### config.mk
export PLATFORM = sky130hd
export DESIGN_NAME = apb_master_engine_flat
export DESIGN_NICKNAME = d
export VERILOG_FILES = /design/src/rtl/apb_master_pkg.sv /design/src/rtl/apb_master_if.sv /design/src/rtl/apb_sync_fifo.sv /design/src/rtl/apb_master_engine.sv /design/src/flat_wrapper.sv
export SDC_FILE = /design/constraint.sdc
export NUM_CORES = 1
export LEC_CHECK = 0
export ABC_AREA = 0
export ABC_CLOCK_PERIOD_IN_PS = 11100
export CORE_MARGIN = 1.5
export CORE_UTILIZATION = 57
export DETAILED_ROUTE_END_ITERATION = 16
export PLACE_DENSITY = 0.8
export SYNTH_ARGS = -nofsm -noshare
export SYNTH_HDL_FRONTEND = slang
export SYNTH_HIERARCHICAL = 1
export SYNTH_SLANG_ARGS = --single-unit
### constraint.sdc
create_clock -name PCLK -period 11.1 [get_ports PCLK]
set_input_delay 2.22 -clock PCLK [delete_from_list [all_inputs] [get_ports PCLK]]
set_output_delay 2.22 -clock PCLK [all_outputs]
set_load 0.01 [all_outputs]
### src/rtl/apb_master_pkg.sv
// Shared types and helpers for the APB master engine: FSM states, queued
// command/response records and the byte-strobe width helper.
package apb_master_pkg;

    localparam int APB_ADDR_W = 32;
    localparam int APB_DATA_W = 32;

    function automatic int strb_w(input int data_w);
        return data_w / 8;
    endfunction

    localparam int APB_STRB_W = strb_w(APB_DATA_W);

    typedef enum logic [1:0] {
        IDLE,
        SETUP,
        ACCESS
    } apb_state_t;

    typedef struct packed {
        logic                  write;
        logic [APB_ADDR_W-1:0] addr;
        logic [APB_DATA_W-1:0] wdata;
        logic [APB_STRB_W-1:0] strb;
    } cmd_t;

    typedef struct packed {
        logic [APB_DATA_W-1:0] rdata;
        logic                  err;
        logic                  timeout;
    } rsp_t;

endpackage

### src/rtl/apb_master_if.sv
// Command, response and APB bus signals of the master engine; the master
// modport is the engine side, the slave modport is the sequencer/peripheral side.
interface apb_master_if
    import apb_master_pkg::*;
#(
    parameter int ADDR_W = APB_ADDR_W,
    parameter int DATA_W = APB_DATA_W
);
    logic                  cmd_valid;
    logic                  cmd_ready;
    logic                  cmd_write;
    logic [ADDR_W-1:0]     cmd_addr;
    logic [DATA_W-1:0]     cmd_wdata;
    logic [DATA_W/8-1:0]   cmd_strb;

    logic                  rsp_valid;
    logic                  rsp_ready;
    logic [DATA_W-1:0]     rsp_rdata;
    logic                  rsp_err;
    logic                  rsp_timeout;
    logic                  busy;

    logic                  PSELx;
    logic                  PENABLE;
    logic                  PWRITE;
    logic [ADDR_W-1:0]     PADDR;
    logic [DATA_W-1:0]     PWDATA;
    logic [DATA_W/8-1:0]   PSTRB;
    logic [DATA_W-1:0]     PRDATA;
    logic                  PREADY;
    logic                  PSLVERR;

    modport master (
        input  cmd_valid, cmd_write, cmd_addr, cmd_wdata, cmd_strb, rsp_ready,
               PRDATA, PREADY, PSLVERR,
        output cmd_ready, rsp_valid, rsp_rdata, rsp_err, rsp_timeout, busy,
               PSELx, PENABLE, PWRITE, PADDR, PWDATA, PSTRB
    );

    modport slave (
        output cmd_valid, cmd_write, cmd_addr, cmd_wdata, cmd_strb, rsp_ready,
               PRDATA, PREADY, PSLVERR,
        input  cmd_ready, rsp_valid, rsp_rdata, rsp_err, rsp_timeout, busy,
               PSELx, PENABLE, PWRITE, PADDR, PWDATA, PSTRB
    );

endinterface

### src/rtl/apb_sync_fifo.sv
// Single-clock FIFO with occupancy count; push and pop may share an edge,
// which also lets a full FIFO accept a push while it is being popped.
module apb_sync_fifo #(
    parameter int WIDTH = 8,
    parameter int DEPTH = 4
) (
    input  logic                   clk,
    input  logic                   rst,
    input  logic                   push,
    input  logic [WIDTH-1:0]       din,
    input  logic                   pop,
    output logic [WIDTH-1:0]       dout,
    output logic                   full,
    output logic                   empty,
    output logic [$clog2(DEPTH):0] count
);
    localparam int PTR_W = $clog2(DEPTH);

    logic [WIDTH-1:0] mem [DEPTH];
    logic [PTR_W-1:0] wrPtr;
    logic [PTR_W-1:0] rdPtr;
    logic             doPush;
    logic             doPop;

    assign doPop  = pop && !empty;
    assign doPush = push && (!full || doPop);

    // Storage is cleared on reset so the read port presents zero afterwards.
    always_ff @(posedge clk or posedge rst) begin
        if (rst) begin
            wrPtr <= '0;
            rdPtr <= '0;
            count <= '0;
            for (int i = 0; i < DEPTH; i++) begin
                mem[i] <= '0;
            end
        end else begin
            if (doPush) begin
                mem[wrPtr] <= din;
                wrPtr      <= wrPtr + PTR_W'(1);
            end
            if (doPop) begin
                rdPtr <= rdPtr + PTR_W'(1);
            end
            case ({doPush, doPop})
                2'b10:   count <= count + 1'b1;
                2'b01:   count <= count - 1'b1;
                default: count <= count;
            endcase
        end
    end

    assign dout  = mem[rdPtr];
    assign full  = (count == ($clog2(DEPTH) + 1)'(DEPTH));
    assign empty = (count == '0);

endmodule

### src/rtl/apb_master_engine.sv
// APB master: queued commands become APB transfers with wait states, slave
// errors, timeout abort and back-to-back launch; results return in order.
module apb_master_engine
    import apb_master_pkg::*;
#(
    parameter int ADDR_W    = APB_ADDR_W,
    parameter int DATA_W    = APB_DATA_W,
    parameter int CMD_DEPTH = 4,
    parameter int RSP_DEPTH = 4,
    parameter int TIMEOUT   = 16
) (
    input  logic         PCLK,
    input  logic         PRESET,
    apb_master_if.master bus
);
    localparam int CNT_W = (TIMEOUT > 1) ? $clog2(TIMEOUT) : 1;
    localparam logic [CNT_W-1:0] WAIT_LAST = CNT_W'((TIMEOUT > 0) ? TIMEOUT - 1 : 0);

    apb_state_t state, stateNext;
    logic [CNT_W-1:0] waitCnt, waitNext;

    logic                pwriteQ;
    logic [ADDR_W-1:0]   paddrQ;
    logic [DATA_W-1:0]   pwdataQ;
    logic [DATA_W/8-1:0] pstrbQ;

    cmd_t cmdIn, cmdOut;
    rsp_t rspIn, rspOut;
    logic cmdFull, cmdEmpty, cmdPop;
    logic rspFull, rspEmpty, rspPush, rspPop;
    logic [$clog2(CMD_DEPTH):0] cmdCount;
    logic [$clog2(RSP_DEPTH):0] rspCount;
    logic fin, rspRoom, launch;

    assign cmdIn.write = bus.cmd_write;
    assign cmdIn.addr  = bus.cmd_addr;
    assign cmdIn.wdata = bus.cmd_wdata;
    assign cmdIn.strb  = bus.cmd_write ? bus.cmd_strb : '0;

    apb_sync_fifo #(.WIDTH($bits(cmd_t)), .DEPTH(CMD_DEPTH)) cmdFifo (
        .clk   (PCLK),
        .rst   (PRESET),
        .push  (bus.cmd_valid && bus.cmd_ready),
        .din   (cmdIn),
        .pop   (cmdPop),
        .dout  (cmdOut),
        .full  (cmdFull),
        .empty (cmdEmpty),
        .count (cmdCount)
    );

    apb_sync_fifo #(.WIDTH($bits(rsp_t)), .DEPTH(RSP_DEPTH)) rspFifo (
        .clk   (PCLK),
        .rst   (PRESET),
        .push  (rspPush),
        .din   (rspIn),
        .pop   (rspPop),
        .dout  (rspOut),
        .full  (rspFull),
        .empty (rspEmpty),
        .count (rspCount)
    );

    assign rspPop = bus.rsp_valid && bus.rsp_ready;
    assign fin    = (state == ACCESS) && bus.PREADY;

    // A new transfer only starts if its response will have a slot, counting
    // the response being written on this same edge.
    assign rspRoom = fin ? ((int'(rspCount) - int'(rspPop)) < (RSP_DEPTH - 1))
                         : (!rspFull || rspPop);
    assign launch  = !cmdEmpty && rspRoom;

    always_ff @(posedge PCLK or posedge PRESET) begin
        if (PRESET) begin
            state   <= IDLE;
            waitCnt <= '0;
            pwriteQ <= 1'b0;
            paddrQ  <= '0;
            pwdataQ <= '0;
            pstrbQ  <= '0;
        end else begin
            state   <= stateNext;
            waitCnt <= waitNext;
            if (cmdPop) begin
                pwriteQ <= cmdOut.write;
                paddrQ  <= cmdOut.addr;
                pwdataQ <= cmdOut.wdata;
                pstrbQ  <= cmdOut.strb;
            end
        end
    end

    always_comb begin
        stateNext = state;
        waitNext  = '0;
        cmdPop    = 1'b0;
        rspPush   = 1'b0;
        rspIn     = '0;
        case (state)
            IDLE: begin
                if (launch) begin
                    cmdPop    = 1'b1;
                    stateNext = SETUP;
                end
            end
            SETUP: begin
                stateNext = ACCESS;
            end
            ACCESS: begin
                if (bus.PREADY) begin
                    rspPush     = 1'b1;
                    rspIn.rdata = pwriteQ ? '0 : bus.PRDATA;
                    rspIn.err   = bus.PSLVERR;
                    if (launch) begin
                        cmdPop    = 1'b1;
                        stateNext = SETUP;
                    end else begin
                        stateNext = IDLE;
                    end
                end else if ((TIMEOUT != 0) && (waitCnt == WAIT_LAST)) begin
                    rspPush       = 1'b1;
                    rspIn.err     = 1'b1;
                    rspIn.timeout = 1'b1;
                    stateNext     = IDLE;
                end else begin
                    waitNext = waitCnt + CNT_W'(1);
                end
            end
            default: stateNext = IDLE;
        endcase
    end

    assign bus.cmd_ready   = !cmdFull && !PRESET;
    assign bus.rsp_valid   = !rspEmpty;
    assign bus.rsp_rdata   = rspOut.rdata;
    assign bus.rsp_err     = rspOut.err;
    assign bus.rsp_timeout = rspOut.timeout;
    assign bus.busy        = (state != IDLE) || (cmdCount != '0);

    assign bus.PSELx   = (state != IDLE);
    assign bus.PENABLE = (state == ACCESS);
    assign bus.PWRITE  = pwriteQ;
    assign bus.PADDR   = paddrQ;
    assign bus.PWDATA  = pwdataQ;
    assign bus.PSTRB   = pstrbQ;

endmodule

### src/flat_wrapper.sv
// flat-port wrapper written by rule: the top's interface ports become plain ports
module apb_master_engine_flat import apb_master_pkg::*;
#(
    parameter int ADDR_W    = APB_ADDR_W,
    parameter int DATA_W    = APB_DATA_W,
    parameter int CMD_DEPTH = 4,
    parameter int RSP_DEPTH = 4,
    parameter int TIMEOUT   = 16
)
  (PCLK, PRESET, bus_cmd_valid, bus_cmd_write, bus_cmd_addr, bus_cmd_wdata, bus_cmd_strb, bus_rsp_ready, bus_PRDATA, bus_PREADY, bus_PSLVERR, bus_cmd_ready, bus_rsp_valid, bus_rsp_rdata, bus_rsp_err, bus_rsp_timeout, bus_busy, bus_PSELx, bus_PENABLE, bus_PWRITE, bus_PADDR, bus_PWDATA, bus_PSTRB);
  apb_master_if #(.ADDR_W(ADDR_W), .DATA_W(DATA_W)) bus_i ();
  input  logic PCLK;
  input  logic PRESET;
  input wire logic [$bits(bus_i.cmd_valid)-1:0] bus_cmd_valid;
  input wire logic [$bits(bus_i.cmd_write)-1:0] bus_cmd_write;
  input wire logic [$bits(bus_i.cmd_addr)-1:0] bus_cmd_addr;
  input wire logic [$bits(bus_i.cmd_wdata)-1:0] bus_cmd_wdata;
  input wire logic [$bits(bus_i.cmd_strb)-1:0] bus_cmd_strb;
  input wire logic [$bits(bus_i.rsp_ready)-1:0] bus_rsp_ready;
  input wire logic [$bits(bus_i.PRDATA)-1:0] bus_PRDATA;
  input wire logic [$bits(bus_i.PREADY)-1:0] bus_PREADY;
  input wire logic [$bits(bus_i.PSLVERR)-1:0] bus_PSLVERR;
  output wire logic [$bits(bus_i.cmd_ready)-1:0] bus_cmd_ready;
  output wire logic [$bits(bus_i.rsp_valid)-1:0] bus_rsp_valid;
  output wire logic [$bits(bus_i.rsp_rdata)-1:0] bus_rsp_rdata;
  output wire logic [$bits(bus_i.rsp_err)-1:0] bus_rsp_err;
  output wire logic [$bits(bus_i.rsp_timeout)-1:0] bus_rsp_timeout;
  output wire logic [$bits(bus_i.busy)-1:0] bus_busy;
  output wire logic [$bits(bus_i.PSELx)-1:0] bus_PSELx;
  output wire logic [$bits(bus_i.PENABLE)-1:0] bus_PENABLE;
  output wire logic [$bits(bus_i.PWRITE)-1:0] bus_PWRITE;
  output wire logic [$bits(bus_i.PADDR)-1:0] bus_PADDR;
  output wire logic [$bits(bus_i.PWDATA)-1:0] bus_PWDATA;
  output wire logic [$bits(bus_i.PSTRB)-1:0] bus_PSTRB;
  assign bus_i.cmd_valid = bus_cmd_valid;
  assign bus_i.cmd_write = bus_cmd_write;
  assign bus_i.cmd_addr = bus_cmd_addr;
  assign bus_i.cmd_wdata = bus_cmd_wdata;
  assign bus_i.cmd_strb = bus_cmd_strb;
  assign bus_i.rsp_ready = bus_rsp_ready;
  assign bus_i.PRDATA = bus_PRDATA;
  assign bus_i.PREADY = bus_PREADY;
  assign bus_i.PSLVERR = bus_PSLVERR;
  assign bus_cmd_ready = bus_i.cmd_ready;
  assign bus_rsp_valid = bus_i.rsp_valid;
  assign bus_rsp_rdata = bus_i.rsp_rdata;
  assign bus_rsp_err = bus_i.rsp_err;
  assign bus_rsp_timeout = bus_i.rsp_timeout;
  assign bus_busy = bus_i.busy;
  assign bus_PSELx = bus_i.PSELx;
  assign bus_PENABLE = bus_i.PENABLE;
  assign bus_PWRITE = bus_i.PWRITE;
  assign bus_PADDR = bus_i.PADDR;
  assign bus_PWDATA = bus_i.PWDATA;
  assign bus_PSTRB = bus_i.PSTRB;
  apb_master_engine #(.ADDR_W(ADDR_W), .DATA_W(DATA_W), .CMD_DEPTH(CMD_DEPTH), .RSP_DEPTH(RSP_DEPTH), .TIMEOUT(TIMEOUT)) u_core (.PCLK(PCLK), .PRESET(PRESET), .bus(bus_i));
endmodule
# Word-level counts from Yosys, hierarchy flattened
# Cells that the tools add are included.
word_totals:
  register_bits: 501
  in_bits: 107
  out_inout_bits: 108
  word_cells: 116
classes:
  n_addsub: 10
  n_lt_le_gt_ge: 7
  n_eq_ne: 11
  mux: 36
  bitwise: 4
  reduce_logical: 28
ops:
  columns: ["operator", "n"]
  rows:
  - ["276-bit bitwise mux", 1]
  - ["69-bit two-way mux", 3]
  - ["69-bit binary-select mux with 2-bit select", 1]
  - ["69-bit demux with 2-bit select", 1]
  - ["136-bit bitwise mux", 1]
  - ["34-bit two-way mux", 4]
  - ["34-bit binary-select mux with 2-bit select", 1]
  - ["34-bit demux with 2-bit select", 1]
  - ["32-bit two-way mux", 2]
  - ["32-bit by 3-bit < comparator with 1-bit output, second input constant", 1]
  - ["4-bit two-way mux", 4]
  - ["3-bit greater-or-equal comparator, second input constant", 4]
  - ["2-bit NOT with 3-bit output", 4]
  - ["3-bit case mux with 2 select lines", 2]
  - ["1-bit logical AND", 11]
  - ["1-bit two-way mux", 9]
  - ["2-bit by 1-bit adder with 2-bit output, second input constant", 4]
  - ["2-bit two-way mux", 4]
  - ["3-bit by 1-bit adder with 3-bit output, second input constant", 2]
  - ["2-bit by 1-bit == test with 1-bit output, second input constant", 3]
  - ["2-bit == test, second input constant", 3]
  - ["3-bit == test, second input constant", 2]
  - ["3-bit zero test", 2]
  - ["3-bit by 1-bit < comparator with 1-bit output, second input constant", 2]
  - ["14 further kinds", 24]

# Longest topological paths before layout
depth:
  word_depth: 15
  mapped_depth: 17
  ltp_nobuf: 15

# Cells and area by module
# The synthesis kept the hierarchy.
modules_own_cells:
  columns: ["module", "instances", "cells_per_inst", "area_each_um2", "seq_area_each_um2"]
  rows:
  - ["apb_sync_fifo (u_core.cmdFifo)", 1, 707, 12285.5, 7081.8]
  - ["apb_sync_fifo (u_core.rspFifo)", 1, 368, 6322.3, 3578.4]
  - ["apb_master_engine", 1, 233, 3557.2, 1876.8]

# Worst setup path after synthesis
# OpenSTA, ideal clock, no wires.
synth_path:
  path_type: "input port to flip-flop"
  start: "input port bus_rsp_ready"
  end: "register u_core.cmdFifo.count[2]"
  arrival_time_ns: 5.245
  t_required_ns: 11.021
  setup_slack_ns: 5.776
  cell_stages: 16
  cell_sequence: "nor2b_1 > ha_1 > ha_1 > nor2_1 > nor2_1 > o311a_1 > buf_6 > buf_12 > nor4b_4 > nand2b_1 > ha_1 > inv_1 > fa_1 > xor2_1 > nor2_1 > xor2_1"
synth_between:
  elab_chain_cells: 13
synth_lines:
  columns: ["item", "line", "source"]
  rows:
  - ["start: declaration", "flat_wrapper.sv:19", "input wire logic [$bits(bus_i.rsp_ready)-1:0] bus_rsp_ready;"]
  - ["1-bit logical AND (*)", "apb_master_engine.sv:64", "assign rspPop = bus.rsp_valid && bus.rsp_ready;"]
  - ["3-bit by 1-bit subtractor with 4-bit output", "apb_master_engine.sv:69", "assign rspRoom = fin ? ((int'(rspCount) - int'(rspPop)) < (RSP_DEPTH - 1))"]
  - ["32-bit by 3-bit < comparator with 1-bit output", "apb_master_engine.sv:69", null]
  - ["1-bit two-way mux (*)", "apb_master_engine.sv:69", null]
  - ["1-bit logical AND (*)", "apb_master_engine.sv:71", "assign launch = !cmdEmpty && rspRoom;"]
  - ["1-bit two-way mux (*)", "apb_master_engine.sv:101, apb_master_engine.sv:114", null]
  - ["1-bit two-way mux", "apb_master_engine.sv:110", "if (bus.PREADY) begin"]
  - ["1-bit case mux with 2 select lines (*)", "apb_master_engine.sv:99", "case (state)"]
  - ["via u_core.cmdPop", "apb_master_engine.sv:29", "logic cmdFull, cmdEmpty, cmdPop;"]
  - ["1-bit logical AND (*)", "apb_sync_fifo.sv:25", "assign doPop = pop && !empty;"]
  - ["1-bit logical OR", "apb_sync_fifo.sv:26", "assign doPush = push && (!full || doPop);"]
  - ["1-bit logical AND", "apb_sync_fifo.sv:26", null]
  - ["2-bit by 1-bit == test with 1-bit output or 2-bit == test (tied branches)", "apb_sync_fifo.sv:45", "case ({doPush, doPop})"]
  - ["3-bit case mux with 2 select lines or 2-bit nonzero test (tied branches)", null, null]
  - ["end signal: assignment", "apb_sync_fifo.sv:46", "2'b10: count <= count + 1'b1;"]
  - ["end signal: assignment", "apb_sync_fifo.sv:47", "2'b01: count <= count - 1'b1;"]
  - ["end signal: assignment", "apb_sync_fifo.sv:48", "default: count <= count;"]
  - ["end: declaration", "apb_sync_fifo.sv:15", "output logic [$clog2(DEPTH):0] count"]
# The timed path passes the listed nets; every way through them passes the cells marked *.
# A chain may end at the register's enable or synchronous reset.

# Worst setup path after layout
layout_path:
  start: "input port bus_rsp_ready"
  end: "register u_core/cmdFifo/mem[88] (netlist name)"
layout_between:
  elab_chain_cells: 11
layout_lines:
  columns: ["item", "line", "source"]
  rows:
  - ["1-bit logical AND (*)", "apb_master_engine.sv:64", null]
  - ["via u_core.rspPop", "apb_master_engine.sv:30", "logic rspFull, rspEmpty, rspPush, rspPop;"]
  - ["3-bit by 1-bit subtractor with 4-bit output", "apb_master_engine.sv:69", null]
  - ["32-bit by 3-bit < comparator with 1-bit output", "apb_master_engine.sv:69", null]
  - ["1-bit two-way mux (*)", "apb_master_engine.sv:69", null]
  - ["1-bit logical AND (*)", "apb_master_engine.sv:71", null]
  - ["1-bit two-way mux (*)", "apb_master_engine.sv:101, apb_master_engine.sv:114", null]
  - ["1-bit two-way mux", "apb_master_engine.sv:110", null]
  - ["1-bit case mux with 2 select lines (*)", "apb_master_engine.sv:99", null]
  - ["1-bit logical AND (*)", "apb_sync_fifo.sv:25", null]
  - ["1-bit logical OR (*)", "apb_sync_fifo.sv:26", null]
  - ["1-bit logical AND (*)", "apb_sync_fifo.sv:26", null]
  - ["end signal: indexed assignment", "apb_sync_fifo.sv:39", "mem[wrPtr] <= din;"]
  - ["end: declaration", "apb_sync_fifo.sv:19", "logic [WIDTH-1:0] mem [DEPTH];"]
# Marks and branches as above.

==> reports/metrics.csv <==
metric,value,unit
min-delay worst type,reg -> reg,
CP endpoint kind,register,
CP Launch Type,primary input,
row count,72,
starting density of the core,0.576,
setup ws final,5.11,ns
PortBufs,214,
vias in the first global route,13240,
top cell type's share of synthesized area,0.566,
total power draw,7.68,mW
Mapped Area,22200,um^2
H-tree Lvls,2,
Placer Congestion,0.741,
"Net Count, Synth",1430,
"commonest non-fill, non-tap cells in the layout","dfrtp_1 (498), mux2_2 (413), clkdlybuf4s50_1 (214)",
Cells after Synth,1308,
Area contributors post-synth,"dfrtp_1 (57%), mux2_2 (21%), mux4_2 (10%), mux2_4 (4.7%), buf_6 (1.1%)",
TNS Setup,0,ns
Post-CTS Setup Bufs,0,
DRC viols,0,
"Hold Vio Cnt, Final",0,
largest stage delay on the critical path,0.81,ns
Routed Antenna Nets,0,
Yosys cell types,40,
leading area contributor after synthesis,dfrtp_1,
CP cell instances,clkdlybuf4s50_1 -> nor2b_1 -> ha_1 -> ha_1 -> xor2_1 -> nor2_1 -> o311a_4 -> nor4b_4 -> nor2_4 -> buf_4 -> mux2_2,
hold_ws,0.481,ns
worst-path maximum fanout,41,
largest net degree at the start of global routing,148,
area delta synth->final,18.4,%
first-pass GRT wire length,74500,um
Worst Path Arrival,6.46,ns
Worst-path clk slew,0.06,ns
# IOs,215,
via/cell ratio,5.73,
clk_lat worst skew,0.59,ns
Overflow after GRT,0,
"flops & latches, synth",501,
CP most frequent cell,ha_1,
CTS Sinks,501,
DP Worst Slack,4.48,ns
core area,38500,um^2
maximum clock path buffer count,3,
Final Max Slew Viols,0,
critical path data required time,11.56,ns
Final Critical Period,5.99,ns
RSZ-0062 raised after global routing,no,
die area,40100,um^2
Avg Inst Size Synth,16.9,um^2
Tcrit/Tclk final,0.540,
hpwl dp,27600,um
clock skew,0.0306,ns
Inserted Clock Buffers,51,
Slew @ Worst Pin,1.06,ns
share of layout cells above drive strength 1,0.451,
P per Cell Area,293,nW/um^2
Final setup viols,0,
post-route cell area,26200,um^2
Critical-path top delay cell,nor2_4,
maximum clock rate,167,MHz
Post-DP Area,24500,um^2
Root Driver,clkbuf_16,
Die Span X,200,um
DR iter-0 viols,539,
WL/cell,21.8,um
Layout fillers,2638,
Lkg Pwr,11.6,nW
CTS resizes,0,
post-synthesis sequential area ratio,0.566,
"commonest non-fill, non-tap cell in the layout",dfrtp_1,
max-cap violations,0,
routed wire length,45300,um
"Hold-fix buffers, CTS",0,
initial antenna violation count,5,
drt first pass iters,4,
Setup CP Type,in -> reg,
GRT Util Overall,0.235,
Final #Nets,1640,
warning count from the yosys run,6,
via count,11904,
maximum vdd ir drop,0.166,mV
Die Ht,200,um
status,"finished, final reports clean",
Slew headroom,0.294,
CTS tree,done,
[state kept, by name, indices dropped and copies added (netlist names)]
| signal | cells |
|---|---|
| u_core/bus.PADDR | 32 |
| u_core/bus.PSTRB | 4 |
| u_core/bus.PWDATA | 32 |
| u_core/bus.PWRITE | 1 |
| u_core/cmdFifo/count | 3 |
| u_core/cmdFifo/mem | 276 |
| u_core/cmdFifo/rdPtr | 2 |
| u_core/cmdFifo/wrPtr | 2 |
| u_core/rspFifo/count | 3 |
| u_core/rspFifo/mem | 136 |
| u_core/rspFifo/rdPtr | 2 |
| u_core/rspFifo/wrPtr | 2 |
| u_core/state | 2 |
| u_core/waitCnt | 4 |
[power by group]
part           internal (mW)  switching (mW)  total, mW
clock                   1.02           0.690       1.71
combinational           1.82            1.02       2.84
sequential              2.61           0.514       3.13
[final cells by class]
class	instances	area (um^2)	share of cell area
Clock buffer	81	1540	0.0587
Clock inverter	12	150	0.00572
Tap cell	518	648	0.0247
Multi-Input combinational cell	713	8990	0.343
Inverter	19	86.3	0.00329
Timing Repair Buffer	232	2280	0.0868
Antenna cell	3	7.51	0.000286
Sequential cell	501	12500	0.478
[cells in the mapped netlist]
cell type / instances
dfrtp_1: 501
mux2_2: 413
mux4_2: 103
mux2_4: 69
and2_1: 37
buf_2: 36
buf_6: 21
inv_1: 18
ha_1: 13
nand2_1: 11
nor2_1: 11
nor2_2: 8
buf_12: 7
clkbuf_1: 7
xnor2_1: 7
xor2_1: 7
buf_1: 4
and3_1: 3
a21oi_1: 2
fa_1: 2
mux2i_1: 2
nand2_2: 2
nand2b_1: 2
nand3_1: 2
nor3_1: 2
nor4b_4: 2
o311a_1: 2
o31a_1: 2
a211oi_1: 1
a21o_1: 1
a311oi_1: 1
a31oi_1: 1
clkinv_2: 1
mux2_1: 1
nor2b_1: 1
nor3b_1: 1
o21ai_0: 1
or2_2: 1
or3b_1: 1
or4_1: 1
[path summary, 6_finish.rpt]
| check | end | slack [ns] | cells after the start | from |
|---|---|---|---|---|
| max | u_core/cmdFifo/mem[88] | 5.11 | 11 | bus_rsp_ready |
| min | u_core/cmdFifo/mem[95] | 0.48 | 1 | u_core/cmdFifo/mem[95] |
| max reg2reg | u_core/cmdFifo/mem[88] | 6.57 | 11 | u_core/rspFifo/count[1] |
| min reg2reg | u_core/cmdFifo/mem[95] | 0.48 | 1 | u_core/cmdFifo/mem[95] |
| max in group asynchronous | u_core/cmdFifo/rdPtr[0] | 7.10 | 3 | PRESET |
| min in group asynchronous | u_core/bus.PWDATA[31] | 2.31 | 2 | PRESET |
[kinds of logic (layout without fill, tap and decap cells)]
group,after synthesis,in the layout,synth area share
AOI/OAI and AO/OA,11,11,0.00373
xor gates and xnor gates,14,14,0.00553
adders and majority gates,15,15,0.00915
buffers and inverters,94,344,0.0303
DFF,501,501,0.566
muxes,588,588,0.363
other,0,3,0
and+or+nand+nor,85,85,0.0231
[worst max-delay path: cells and delay by family]
kind / cells / cell delay [ns]
AO/OA/AOI/OAI: 1 / 0.66
AND/OR/NAND/NOR: 4 / 1.49
XOR/XNOR: 1 / 0.07
multiplexers: 1 / 0.42
buffers and inverters: 2 / 1.12
adder cells (fa/ha/maj): 2 / 0.41
[stage by stage]
| step | utilization | cells |
|---|---|---|
| 2_1_floorplan | - | 1308 |
| 3_3_place_gp | 0.638 | 1983 |
| 3_5_place_dp | 0.638 | 1983 |
| 4_1_cts | 0.682 | 2076 |
| 5_1_grt | 0.682 | 2077 |
| 6_report | 0.682 | 2079 |
[layer usage]
metal | track usage | share of wire
met3 | 0.0553 | 0.052
met2 | 0.379 | 0.49
met4 | 0.0695 | 0.021
met1 | 0.321 | 0.44
met5 | 0 | 0.00077
(Power assumes the default switching activity.)
==> patch (same flow settings) <==
Reset style: synchronous (`PRESET` and `rst`), changed in 2 clocked blocks.
--- a/src/rtl/apb_sync_fifo.sv
+++ b/src/rtl/apb_sync_fifo.sv
@@ -26,7 +26,7 @@
     assign doPush = push && (!full || doPop);
 
     // Storage is cleared on reset so the read port presents zero afterwards.
-    always_ff @(posedge clk or posedge rst) begin
+    always_ff @(posedge clk) begin
         if (rst) begin
             wrPtr <= '0;
             rdPtr <= '0;
--- a/src/rtl/apb_master_engine.sv
+++ b/src/rtl/apb_master_engine.sv
@@ -70,7 +70,7 @@
                          : (!rspFull || rspPop);
     assign launch  = !cmdEmpty && rspRoom;
 
-    always_ff @(posedge PCLK or posedge PRESET) begin
+    always_ff @(posedge PCLK) begin
         if (PRESET) begin
             state   <= IDLE;
             waitCnt <= '0;
Behaviour: differs if PRESET is asserted again (counterexample within 4 cycles, from zero or initial values and one cycle with PRESET high); with PRESET held inactive, the same outputs for 4 cycles.
==> patch against the original RTL <==
Final cell count is 8.0% higher. Highest routed layer unchanged. Largest cell class unchanged. Synthesized area is 1.7% higher. Setup slack worse by 0.35 ns. Routed wire length is 2.8% higher. Hold slack worse by 0.024 ns. Non-clock buffer count is 3 higher. Sequential cell count is 4 higher. Design area is 1.6% higher. Global-route usage is 0.18 points lower.
Power is not compared: it rests on default switching activity, and its combinational part moved more than twofold at a synthesized area within 25%.
==> patch: results (changes against the original RTL) <==
Mux contribution to synthesized area = 0.135 (was 0.363)
Status = finished, final reports clean (unchanged)
Detailed Place HPWL = 26.4 mm (was 27.6 mm)
Distinct cells, synth = 46 (was 40)
Worst path slowest cell = nor4b_4 (was nor2_4)
Top cells by area, synth = edfxtp_1 (55%), and2_1 (12%), mux4_2 (10%) (was dfrtp_1 (57%), mux2_2 (21%), mux4_2 (10%))
Worst R2R Start = u_core/rspFifo/count[2]$_SDFFE_PP0P_ (was u_core/rspFifo/count[1]$_DFFE_PP0P_)
Synth Area in XOR/XNOR = 0.00350 (was 0.00553)
Crit-path max FO = 28 (was 41)
FF-to-FF End = u_core/cmdFifo/mem[2][43]$_SDFFCE_PN0P_ (was u_core/cmdFifo/mem[88]$_DFFE_PP0P_)
Via-to-Cell Ratio = 5.51 (was 5.73)
Syn Inst Count = 1488 (was 1308)
Hold Path Sink = u_core/waitCnt[0]$_SDFF_PP0_ (was u_core/cmdFifo/mem[95]$_DFFE_PP0P_)
Syn_nets = 1602 (was 1430)
Largest net degree at the start of global routing = 97 (was 148)
Final nets = 1798 (was 1640)
First-pass GRT wire length = 72.8 mm (was 74.5 mm)
Initial antenna violation count = 6 (was 5)
WL/cell = 20.8 um (was 21.8 um)
Worst Min Path Start = u_core/waitCnt[0]$_SDFF_PP0_ (was u_core/cmdFifo/mem[95]$_DFFE_PP0P_)
Synth Area in Compound Gates = 0.00705 (was 0.00373)
DR iter-0 viols = 676 (was 539)
Vias in the first global route = 13300 (was 13200)
Top post-synthesis cells by count = and2_1 (422), edfxtp_1 (412), nand2b_1 (144) (was dfrtp_1 (501), mux2_2 (413), mux4_2 (103))
GPL Wtd Cong = 0.737 (was 0.741)
Register area share after synthesis = 0.631 (was 0.566)
Most frequent cell after synthesis = and2_1 (was dfrtp_1)
Fraction of layout cells with a size suffix above 1 = 0.149 (was 0.451)
DRT Pass-1 Iters = 5 (was 4)
Worst-case reg-to-reg path depth = 13 (was 11)
DR vias = 12400 (was 11900)
Gr usage total = 0.233 (was 0.235)
Placed Cells = 2149 (was 1983)
-- patch: changes by cell type after synthesis, moves of 18 or more --
cell,before,now
and2_4,0,18
edfxtp_1,0,412
dfrtp_1,501,0
and2_1,37,422
mux2_4,69,1
nand2b_1,2,144
clkbuf_1,7,55
mux2i_1,2,69
buf_2,36,11
dfxtp_1,0,93
mux2_2,413,1
-- patch: through the flow --
step	instance area, um^2	setup WS, ns	hold WS (ns)
after detailed placement	25000	4.14	0.449
after CTS	26700	4.76	0.457
after global routing	26700	4.41	0.488
final	26700	4.76	0.457
after global placement	25000	4.28	0.430
after floorplan	22600	3.33	0.418
-- patch: kinds of logic (layout without fill, tap and decap cells) --
| family | after synthesis | after routing |
|---|---|---|
| flip-flops | 505 | 505 |
| AO/OA/AOI/OAI | 25 | 25 |
| adder cells (fa/ha/maj) | 7 | 7 |
| multiplexers | 174 | 174 |
| XOR/XNOR | 9 | 9 |
| buffers and inverters | 110 | 348 |
| AND/OR/NAND/NOR | 658 | 658 |
| other | 0 | 1 |
-- patch: power groups by stage --
| stage | clock [uW] | sequential, uW | combinational, uW |
|---|---|---|---|
| after CTS | 1760 | 2280 | 752 |
| final | 1730 | 2280 | 741 |
| after global routing | 1820 | 2300 | 791 |
| after detailed placement | 0 | 2320 | 748 |
| after floorplan | 0 | 2310 | 503 |
| after global placement | 0 | 2310 | 735 |
-- patch: worst max path at each step --
stage | start | endpoint | slack (ns)
floorplan | bus_rsp_ready | u_core/cmdFifo/mem[2][0]$_SDFFCE_PN0P_ | 3.33
finish | bus_rsp_ready | u_core/cmdFifo/count[2]$_SDFFE_PP0P_ | 4.76
CTS | bus_rsp_ready | u_core/cmdFifo/count[2]$_SDFFE_PP0P_ | 4.76
global route | bus_rsp_ready | u_core/cmdFifo/count[2]$_SDFFE_PP0P_ | 4.41
global placement | bus_rsp_ready | u_core/cmdFifo/count[2]$_SDFFE_PP0P_ | 4.28
detailed placement | bus_rsp_ready | u_core/cmdFifo/count[2]$_SDFFE_PP0P_ | 4.14
-- patch: layout make-up --
type | count | area, um^2
Antenna cell | 1 | 2.50
Clock buffer | 76 | 1490
Clock inverter | 19 | 199
Fill cell | 2667 | 12200
Inverter | 18 | 67.6
Multi-Input combinational cell | 873 | 7710
Sequential cell | 505 | 14200
Tap cell | 518 | 648
Timing Repair Buffer | 235 | 2300
-- patch: metal layers --
metal	vias up	track usage	share of wire
li1	5695	-	-
met1	6192	0.286	0.40
met2	383	0.417	0.52
met3	86	0.0427	0.061
met4	8	0.0762	0.024
met5	-	0	0.0013
